## src/rtl/rc4_key_search_core.sv

```systemverilog
// rc4_key_search_core
// One RC4 key-search lane: sweeps keys from KEY_START in steps of KEY_STRIDE,
// initialises and shuffles its S-box, decrypts the message with the PRGA and
// accepts the key only if every decoded byte is a lowercase letter or a space.
//
// Ports
//   clk, reset        sole clock, synchronous active-high reset
//   start             one-cycle pulse, begins a search (honoured in IDLE/DONE)
//   stop              abort from another lane (honoured while busy)
//   s_addr/s_wdata/s_wren/s_q         single-port S RAM, 1-cycle read latency
//   rom_addr/rom_q                    encrypted message ROM, 1-cycle latency
//   dec_addr/dec_wdata/dec_wren       decoded message RAM
//   key               key under test; holds the winning key after success
//   busy/success/failure              status
//   state_dbg         current controller state encoding
//
// Handshake: start and stop are level-sampled single-cycle requests; there is
// no ready. Memory reads are issued in an RD state, the address is held for
// the following WT and LD states, and the data is captured in the LD state.
module rc4_key_search_core #(
    parameter int                     KEY_BYTES  = 3,
    parameter logic [8*KEY_BYTES-1:0] KEY_START  = '0,
    parameter logic [8*KEY_BYTES-1:0] KEY_STRIDE = 1,
    parameter logic [8*KEY_BYTES-1:0] KEY_LAST   = 24'h3FFFFF,
    parameter int                     MSG_LEN    = 32,
    localparam int                    KEY_W      = 8 * KEY_BYTES,
    localparam int                    MA_W       = $clog2(MSG_LEN)
) (
    input  logic             clk,
    input  logic             reset,
    input  logic             start,
    input  logic             stop,
    output logic [7:0]       s_addr,
    output logic [7:0]       s_wdata,
    output logic             s_wren,
    input  logic [7:0]       s_q,
    output logic [MA_W-1:0]  rom_addr,
    input  logic [7:0]       rom_q,
    output logic [MA_W-1:0]  dec_addr,
    output logic [7:0]       dec_wdata,
    output logic             dec_wren,
    output logic [KEY_W-1:0] key,
    output logic             busy,
    output logic             success,
    output logic             failure,
    output logic [4:0]       state_dbg
);

    typedef enum logic [4:0] {
        S_IDLE   = 5'd0,  S_INIT   = 5'd1,
        SH_RDI   = 5'd2,  SH_WTI   = 5'd3,  SH_LDI = 5'd4,  SH_RDJ = 5'd5,
        SH_WTJ   = 5'd6,  SH_LDJ   = 5'd7,  SH_WRI = 5'd8,  SH_WRJ = 5'd9,
        D_RDI    = 5'd10, D_WTI    = 5'd11, D_LDI  = 5'd12, D_RDJ  = 5'd13,
        D_WTJ    = 5'd14, D_LDJ    = 5'd15, D_WRI  = 5'd16, D_WRJ  = 5'd17,
        D_RDF    = 5'd18, D_WTF    = 5'd19, D_OUT  = 5'd20,
        S_NEXT   = 5'd21, S_DONE   = 5'd22
    } state_t;

    state_t           state_q, state_d;
    logic [KEY_W-1:0] key_q, key_d;
    logic [7:0]       i_q, i_d, j_q, j_d, si_q, si_d, sj_q, sj_d;
    logic [MA_W-1:0]  k_q, k_d;
    logic             success_q, success_d, failure_q, failure_d;

    logic [7:0]       key_byte;
    logic [7:0]       dec_byte;
    logic             byte_ok;
    logic [KEY_W:0]   next_key;

    // Key byte for index i, most significant byte first, cycling every KEY_BYTES.
    always_comb begin
        key_byte = key_q[8*(KEY_BYTES-1) +: 8];
        for (int b = 0; b < KEY_BYTES; b++) begin
            if (int'(i_q) % KEY_BYTES == b) key_byte = key_q[8*(KEY_BYTES-1-b) +: 8];
        end
    end

    assign dec_byte = rom_q ^ s_q;
    assign byte_ok  = ((dec_byte >= 8'h61) && (dec_byte <= 8'h7A)) || (dec_byte == 8'h20);
    // One extra bit so a stride past the top of the key space cannot wrap.
    assign next_key = {1'b0, key_q} + {1'b0, KEY_STRIDE};

    always_comb begin
        state_d   = state_q;
        key_d     = key_q;
        i_d       = i_q;
        j_d       = j_q;
        k_d       = k_q;
        si_d      = si_q;
        sj_d      = sj_q;
        success_d = success_q;
        failure_d = failure_q;
        s_addr    = 8'd0;
        s_wdata   = 8'd0;
        s_wren    = 1'b0;
        rom_addr  = '0;
        dec_addr  = '0;
        dec_wdata = 8'd0;
        dec_wren  = 1'b0;
        busy      = (state_q != S_IDLE) && (state_q != S_DONE);

        case (state_q)
            S_IDLE, S_DONE: begin
                if (start) begin
                    key_d     = KEY_START;
                    success_d = 1'b0;
                    failure_d = 1'b0;
                    i_d       = 8'd0;
                    j_d       = 8'd0;
                    k_d       = '0;
                    state_d   = S_INIT;
                end
            end
            S_INIT: begin
                s_addr  = i_q;
                s_wdata = i_q;
                s_wren  = 1'b1;
                i_d     = i_q + 8'd1;
                if (i_q == 8'd255) begin
                    j_d     = 8'd0;
                    state_d = SH_RDI;
                end
            end
            SH_RDI: begin s_addr = i_q; state_d = SH_WTI; end
            SH_WTI: begin s_addr = i_q; state_d = SH_LDI; end
            SH_LDI: begin
                s_addr  = i_q;
                si_d    = s_q;
                j_d     = j_q + s_q + key_byte;
                state_d = SH_RDJ;
            end
            SH_RDJ: begin s_addr = j_q; state_d = SH_WTJ; end
            SH_WTJ: begin s_addr = j_q; state_d = SH_LDJ; end
            SH_LDJ: begin s_addr = j_q; sj_d = s_q; state_d = SH_WRI; end
            SH_WRI: begin
                s_addr  = i_q;
                s_wdata = sj_q;
                s_wren  = 1'b1;
                state_d = SH_WRJ;
            end
            SH_WRJ: begin
                s_addr  = j_q;
                s_wdata = si_q;
                s_wren  = 1'b1;
                i_d     = i_q + 8'd1;
                state_d = SH_RDI;
                if (i_q == 8'd255) begin
                    j_d     = 8'd0;
                    k_d     = '0;
                    state_d = D_RDI;
                end
            end
            // PRGA: i is pre-incremented, so reads target i+1 until D_LDI commits it.
            D_RDI: begin s_addr = i_q + 8'd1; rom_addr = k_q; state_d = D_WTI; end
            D_WTI: begin s_addr = i_q + 8'd1; rom_addr = k_q; state_d = D_LDI; end
            D_LDI: begin
                s_addr   = i_q + 8'd1;
                rom_addr = k_q;
                si_d     = s_q;
                i_d      = i_q + 8'd1;
                j_d      = j_q + s_q;
                state_d  = D_RDJ;
            end
            D_RDJ: begin s_addr = j_q; rom_addr = k_q; state_d = D_WTJ; end
            D_WTJ: begin s_addr = j_q; rom_addr = k_q; state_d = D_LDJ; end
            D_LDJ: begin s_addr = j_q; rom_addr = k_q; sj_d = s_q; state_d = D_WRI; end
            D_WRI: begin
                s_addr   = i_q;
                s_wdata  = sj_q;
                s_wren   = 1'b1;
                rom_addr = k_q;
                state_d  = D_WRJ;
            end
            D_WRJ: begin
                s_addr   = j_q;
                s_wdata  = si_q;
                s_wren   = 1'b1;
                rom_addr = k_q;
                state_d  = D_RDF;
            end
            // si+sj is unchanged by the swap, so the pre-swap copies index the keystream.
            D_RDF: begin s_addr = si_q + sj_q; rom_addr = k_q; state_d = D_WTF; end
            D_WTF: begin s_addr = si_q + sj_q; rom_addr = k_q; state_d = D_OUT; end
            D_OUT: begin
                s_addr    = si_q + sj_q;
                rom_addr  = k_q;
                dec_addr  = k_q;
                dec_wdata = dec_byte;
                dec_wren  = 1'b1;
                if (!byte_ok) begin
                    state_d = S_NEXT;
                end else if (k_q == MA_W'(MSG_LEN - 1)) begin
                    success_d = 1'b1;
                    state_d   = S_DONE;
                end else begin
                    k_d     = k_q + MA_W'(1);
                    state_d = D_RDI;
                end
            end
            S_NEXT: begin
                if (next_key > {1'b0, KEY_LAST}) begin
                    failure_d = 1'b1;
                    state_d   = S_DONE;
                end else begin
                    key_d   = next_key[KEY_W-1:0];
                    i_d     = 8'd0;
                    state_d = S_INIT;
                end
            end
            default: state_d = S_IDLE;
        endcase

        // Abort wins over everything the current state wanted to do.
        if (busy && stop) begin
            state_d   = S_DONE;
            key_d     = key_q;
            success_d = 1'b0;
            failure_d = 1'b0;
            s_wren    = 1'b0;
            dec_wren  = 1'b0;
        end
    end

    always_ff @(posedge clk) begin
        if (reset) begin
            state_q   <= S_IDLE;
            key_q     <= KEY_START;
            i_q       <= 8'd0;
            j_q       <= 8'd0;
            k_q       <= '0;
            si_q      <= 8'd0;
            sj_q      <= 8'd0;
            success_q <= 1'b0;
            failure_q <= 1'b0;
        end else begin
            state_q   <= state_d;
            key_q     <= key_d;
            i_q       <= i_d;
            j_q       <= j_d;
            k_q       <= k_d;
            si_q      <= si_d;
            sj_q      <= sj_d;
            success_q <= success_d;
            failure_q <= failure_d;
        end
    end

    assign key       = key_q;
    assign success   = success_q;
    assign failure   = failure_q;
    assign state_dbg = state_q;

endmodule

```

## config.mk

```make
export PLATFORM = sky130hd
export DESIGN_NAME = rc4_key_search_core
export DESIGN_NICKNAME = d
export VERILOG_FILES = /design/src/rtl/rc4_key_search_core.sv
export SDC_FILE = /design/constraint.sdc
export NUM_CORES = 1
export LEC_CHECK = 0
export CAP_MARGIN = 10
export CORE_MARGIN = 3
export CORE_UTILIZATION = 23
export CTS_CLUSTER_DIAMETER = 120
export DETAILED_ROUTE_END_ITERATION = 12
export SYNTH_ARGS = -nofsm -noshare
export SYNTH_HDL_FRONTEND = slang
export SYNTH_SLANG_ARGS = --single-unit
export TNS_END_PERCENT = 20
```

## constraint.sdc

```tcl
create_clock -name clk -period 6.3 [get_ports clk]
set_input_delay 0.945 -clock clk [delete_from_list [all_inputs] [get_ports clk]]
set_output_delay 0.945 -clock clk [all_outputs]
set_load 0.02 [all_outputs]
```

# After elaboration in Yosys (flattened, before gate mapping)
# Index checks and enable logic that the tools add are counted.
# word_totals
regBits,68
wordCells,132
# classes
addsub,6
n_div,1
n_lt_le_gt_ge,3
eq_ne,39
muxes,38
bitwise,2
reduce_logical,33
# op_table
op,count
one-hot mux 5 bit (22 select lines),1
one-hot mux 8 bit (4 select lines),2
two-way mux 5 bit,12
two-way mux 24 bit,2
two-way mux 8 bit,6
one-hot mux 24 bit (2 select lines),1
one-hot mux 8 bit (3 select lines),2
equality test 5 x 4 -> 1 bit (second input constant),8
equality test 5 bit (second input constant),8
equality test 32 x 2 -> 1 bit (second input constant),1
equality test 32 x 3 -> 1 bit (second input constant),1
modulo 9 x 3 -> 32 bit (second input constant),1
adder 24 x 1 -> 25 bit (second input constant),1
> comparator 25 x 22 -> 1 bit (second input constant),1
adder 8 bit,3
equality test 5 x 3 -> 1 bit (second input constant),4
inequality test 2 bit (second input constant),8
one-hot mux 5 bit (3 select lines),1
OR reduction 2 bit,7
OR reduction 11 bit,1
equality test 5 x 2 -> 1 bit (second input constant),2
AND reduction 3 bit,3
OR reduction 3 bit,3
adder 8 x 1 -> 8 bit (second input constant),1
27 further kinds,42

# Longest topological paths before layout
# logic_depth
depth_word,7
ltp_mapped,37
ltp_nobuf,32

# Least setup slack after synthesis
# OpenSTA, ideal clock, no wires.
# synth_timing
kind,register to register
from,register i_q[6]
to,register j_q[7]
t_arrival_ps,6811
required_time_ps,6208
setup_slack_ps,-604
stages_incl_launch_ff,37
period_less_slack_ps,6904
path_cell_list,dfxtp_1 buf_4 clkbuf_1 clkbuf_1 ha_1 nand3b_1 a32o_1 a211o_1 a21oi_1 mux2i_1 ha_1 clkbuf_1 inv_1 nand3_1 o21a_1 nor2_1 ha_1 nand2_1 or3_1 a22oi_1 nor2b_1 a21oi_1 o311a_1 nand2_1 mux2i_1 o21ai_0 ha_1 a21o_1 a21oi_1 o21bai_1 a21oi_1 o21bai_1 a21oi_1 xnor2_1 a211o_1 o31ai_1 o32ai_1
# synth_via
elab_chain_len,6
elab_cells_between_ends,10
cone_classes,1 x add/sub; 1 x div; 4 x eq/ne; 3 x mux; 1 x reduce/logical
# synth_rtl
element,line,source
start: declaration,61,"logic [7:0] i_q, i_d, j_q, j_d, si_q, si_d, sj_q, sj_d;"
start signal: assignment,238,i_q <= i_d;
modulo 9 x 3 -> 32 bit,74,if (int'(i_q) % KEY_BYTES == b) key_byte = key_q[8*(KEY_BYTES-1-b) +: 8];
equality test 32 x 2 -> 1 bit,74,
two-way mux 8 bit (2 in series),74,
adder 8 bit,129,j_d = j_q + s_q + key_byte;
one-hot mux 8 bit (4 select lines),102,case (state_q)
end signal: assignment,239,j_q <= j_d;
end: declaration,61,
# Several ways; a longest one is shown, not always the timed one.
# A chain may end at the register's enable or synchronous reset.

# Final worst setup path
# layout_timing
from,register i_q[7]
to,register j_q[7]
# The elaborated chain is that of the path after synthesis.

==> key figures <==
GRT
  • Total congestion overflow: 0
  • Most Crowded Layer GR: met2
  • Vias in the first global route: 6006
  • GRT Total Usage: 0.144
  • Met1 track utilization from global routing: 0.193
  • Global routing met3 resource utilization: 0.0247
  • Maximum number of pins on one net before global-route repair: 64
  • First-pass GRT wire length: 32800 um
  • Met2 layer usage reported by global route: 0.237
  • Initial antenna violation count: 0

Final layout
  • Number of filler instances in the final layout: 2718
  • Share of the core filled with cells in the final layout: 0.301
  • Layout-stage area growth over the synthesis result: 28.2%
  • NumNets Final: 949
  • Post-route standard cell area excluding fillers: 0.00762 mm2
  • Layout cells sized above 1: 0.0922
  • Diodes inserted: 0

Die
  • Number of rows created at floorplan: 58
  • Vertical die dimension: 167 um
  • Effective utilization at floorplan: 0.235
  • Floorplan die area: 0.0278 mm2
  • Placeable core region: 0.0253 mm2
  • I/O Pins: 88
  • Die width: 167 um

Logic synthesis
  • Most common cell in the synthesized netlist: nand2_1
  • Post-synthesis cell type count: 74
  • Cell count after synthesis: 819
  • Sequential cell area fraction in the yosys report: 0.229
  • Cells taking the most area after synthesis: dfxtp_1 (23%), a21oi_1 (7.2%), ha_1 (6.5%), nand2_1 (6.2%), nor2_1 (5.1%)
  • Share of the synthesized area in compound gates (AO/OA/AOI/OAI): 0.281
  • Total nets after synthesis: 873
  • Simple-gate area share of the yosys netlist: 0.270
  • Portion of netlist area occupied by mux cells: 0.0253
  • Primary flip-flop cell chosen by synthesis mapping: dfxtp_1
  • Count of warnings emitted by yosys: 0
  • Flops & latches, synth: 68
  • Count of flip-flops with a built-in enable after synthesis: 0
  • Xor and xnor fraction of the mapped netlist area: 0.0631
  • Main combinational cell family by area after synthesis: compound AO/OA/AOI/OAI gates
  • Biggest area consumer among synthesized cells: dfxtp_1
  • Ys async rst share: 0
  • Post-Synthesis Cell Area: 0.00594 mm2
  • Post-synthesis share of cell area spent on full adders, half adders and majority gates: 0.0754
  • List of most frequent post-synthesis cells: nand2_1 (98), a21oi_1 (86), nor2_1 (81)
  • Mapped Avg Cell Area: 7.26 um2
  • Share of Yosys cell area claimed by the top area cell type: 0.229

Pwr
  • Logic gate share of total power: 0.455
  • PD cells: 250 mW/mm2
  • Cell Int Power: 1070 uW
  • Maximum vdd drop: 0.000140 V
  • Switching part of the total: 0.437
  • Design Power: 1910 uW
  • Leak Pwr: 0.00289 uW
  • Clk pwr share: 0.247
  • Sequential share of power: 0.298
  • Reported net switching power: 835 uW

Worst setup path
  • Worst EP arrival: 6.24 ns
  • Largest fanout of any net on the critical path: 6
  • Most used cell along the critical path: a21oi_2
  • Delay contributed by the slowest stage of the critical path: 0.41 ns
  • Cell type of the slowest stage on the worst timing path: o311a_1
  • Critical path endpoint category: flop
  • R2R setup slack: 0.30 ns
  • Launching element type of the critical path: flop
  • Crit path kind: flop to flop
  • Required @ worst endpoint: 6.54 ns

CTS
  • Clock Tree Buf Depth: 2
  • Post-CTS clock slew at the launch and capture registers of the worst setup and hold paths: 0.06 ns
  • Num Clock Sinks: 68
  • Maximum level of the CTS H-tree: 3
  • CTS tree: built
  • Clock Latency Late Sink: 0.35 ns
  • Number of buffers added by the clock tree synthesis step: 9
  • Root buffer cell: clkbuf_16

Detailed routing
  • Number of design-rule violations left by the first detailed-router iteration: 446
  • Detail-routed via count per cell: 5.18
  • Residual DRC: 0
  • Wirelength, routed: 20700 um
  • WL per Instance: 16.8 um
  • Total number of vias: 6370
  • Number of iterations in the first detailed-routing pass: 8
  • Routed Antenna Nets: 0

STA
  • Ratio of final minimum period to clock period: 0.952
  • Final number of hold-violating endpoints: 0
  • Post-route minimum period: 6.00 ns
  • Transition at the pin with the smallest max-transition slack: 0.900 ns
  • Clock Skews: 0.0150 ns
  • RSZ-0062 raised after global routing: yes
  • Setup TNS: 0 ns
  • Fmax: 0.167 GHz
  • Worst setup margin: 0.302 ns
  • Finish-stage setup viols: 0
  • Count of final max-slew check failures: 0
  • Worst-case headroom to the max-slew limit: 0.396

Placed design
  • PortBufs: 87
  • Worst slack at placement: 0.0699 ns
  • Detailed Place HPWL: 15100 um
  • Post-placement cell area: 0.00718 mm2
  • Final Wtd Congestion: 0.917

Hold path
  • Class of the tightest hold or removal check: flop to flop

Run
  • Max-cap viol count: 0

Run status
  • Status: finished, final reports clean
==> metal layers <==
layer,share of wire,up-vias
li1,-,3126
met1,0.44,3006
met2,0.47,208
met3,0.060,30
met4,0.023,0
met5,0,-
==> final timing paths <==
check               start       to  cells after the start
setup / recovery   i_q[7]   j_q[7]                     32
setup reg to reg   i_q[7]   j_q[7]                     32
hold reg to reg   si_q[3]  si_q[3]                      2
hold / removal    si_q[3]  si_q[3]                      2
==> what timing repair did <==
action                                  in CTS  in global routing
endpoints found under the setup margin       0                  4
buffers inserted                             0                 13
hold buffers                                 0                  0
gates resized for setup                      0                 19
==> placed cells by master (no fill, tap or decap), types with 5 or more instances in the layout <==
cell type / n
buf_4: 28
nand2b_1: 10
o21ai_0: 48
a21o_1: 12
a22oi_1: 8
dfxtp_1: 64
nor2_1: 80
a21oi_1: 82
clkdlybuf4s50_1: 86
nor3_1: 11
inv_1: 30
and2_1: 19
nor4_1: 7
nand4_1: 7
mux2i_1: 13
nand3_1: 20
xnor2_1: 26
nor2b_1: 12
or3_1: 15
xor2_1: 14
nand2_1: 96
nand3b_1: 6
clkbuf_16: 9
a32oi_1: 6
o21bai_1: 10
ha_1: 28
a211oi_1: 5
a31oi_1: 12
and3_1: 13
nor3b_1: 8
a222oi_1: 13
==> stage by stage <==
step                      cells  hold WS [ns]
after floorplan             819         0.452
after global placement     1201         0.466
after detailed placement   1201         0.474
after CTS                  1217         0.482
after global routing       1230         0.496
final                      1230         0.482
==> sequential cells by signal, summed over array words and instances (netlist names) <==
register	cells
key	24
failure	1
j_q	8
si_q	8
i_q	8
sj_q	8
success	1
state_dbg	5
k_q	5
==> power by group through the flow <==
stage / registers (uW) / clock network (uW) / logic, uW
after detailed placement: 576 / 0 / 859
after global routing: 579 / 503 / 960
final: 569 / 471 / 868
after CTS: 567 / 488 / 863
after floorplan: 525 / 0 / 614
after global placement: 576 / 0 / 856
==> critical path, delay by kind of cell, from the launching register on <==
family,cells,cell delay [ns]
flip-flops,1,0.33
adder cells (fa/ha/maj),4,1.04
AND/OR/NAND/NOR,6,0.75
multiplexers,2,0.40
buffers and inverters,3,0.35
XOR/XNOR,1,0.17
AO/OA/AOI/OAI,16,2.84
==> area by class of cell <==
| type | instances | area [um2] | share of cell area |
|---|---|---|---|
| inverters | 32 | 123 | 0.0161 |
| repair buffers | 117 | 1100 | 0.144 |
| flip-flops and latches | 68 | 1370 | 0.179 |
| multi-input cells | 667 | 4350 | 0.571 |
| well taps | 330 | 413 | 0.0542 |
| clock inverters | 5 | 37.5 | 0.00492 |
| clock buffers | 11 | 233 | 0.0305 |
==> kinds of logic after synthesis <==
group / Yosys count
AND/OR/NAND/NOR: 327
adder cells (fa/ha/maj): 34
flip-flops: 68
multiplexers: 15
XOR/XNOR: 42
buffers and inverters: 84
AO/OA/AOI/OAI: 249
Power figures use the tool's default switching activity.
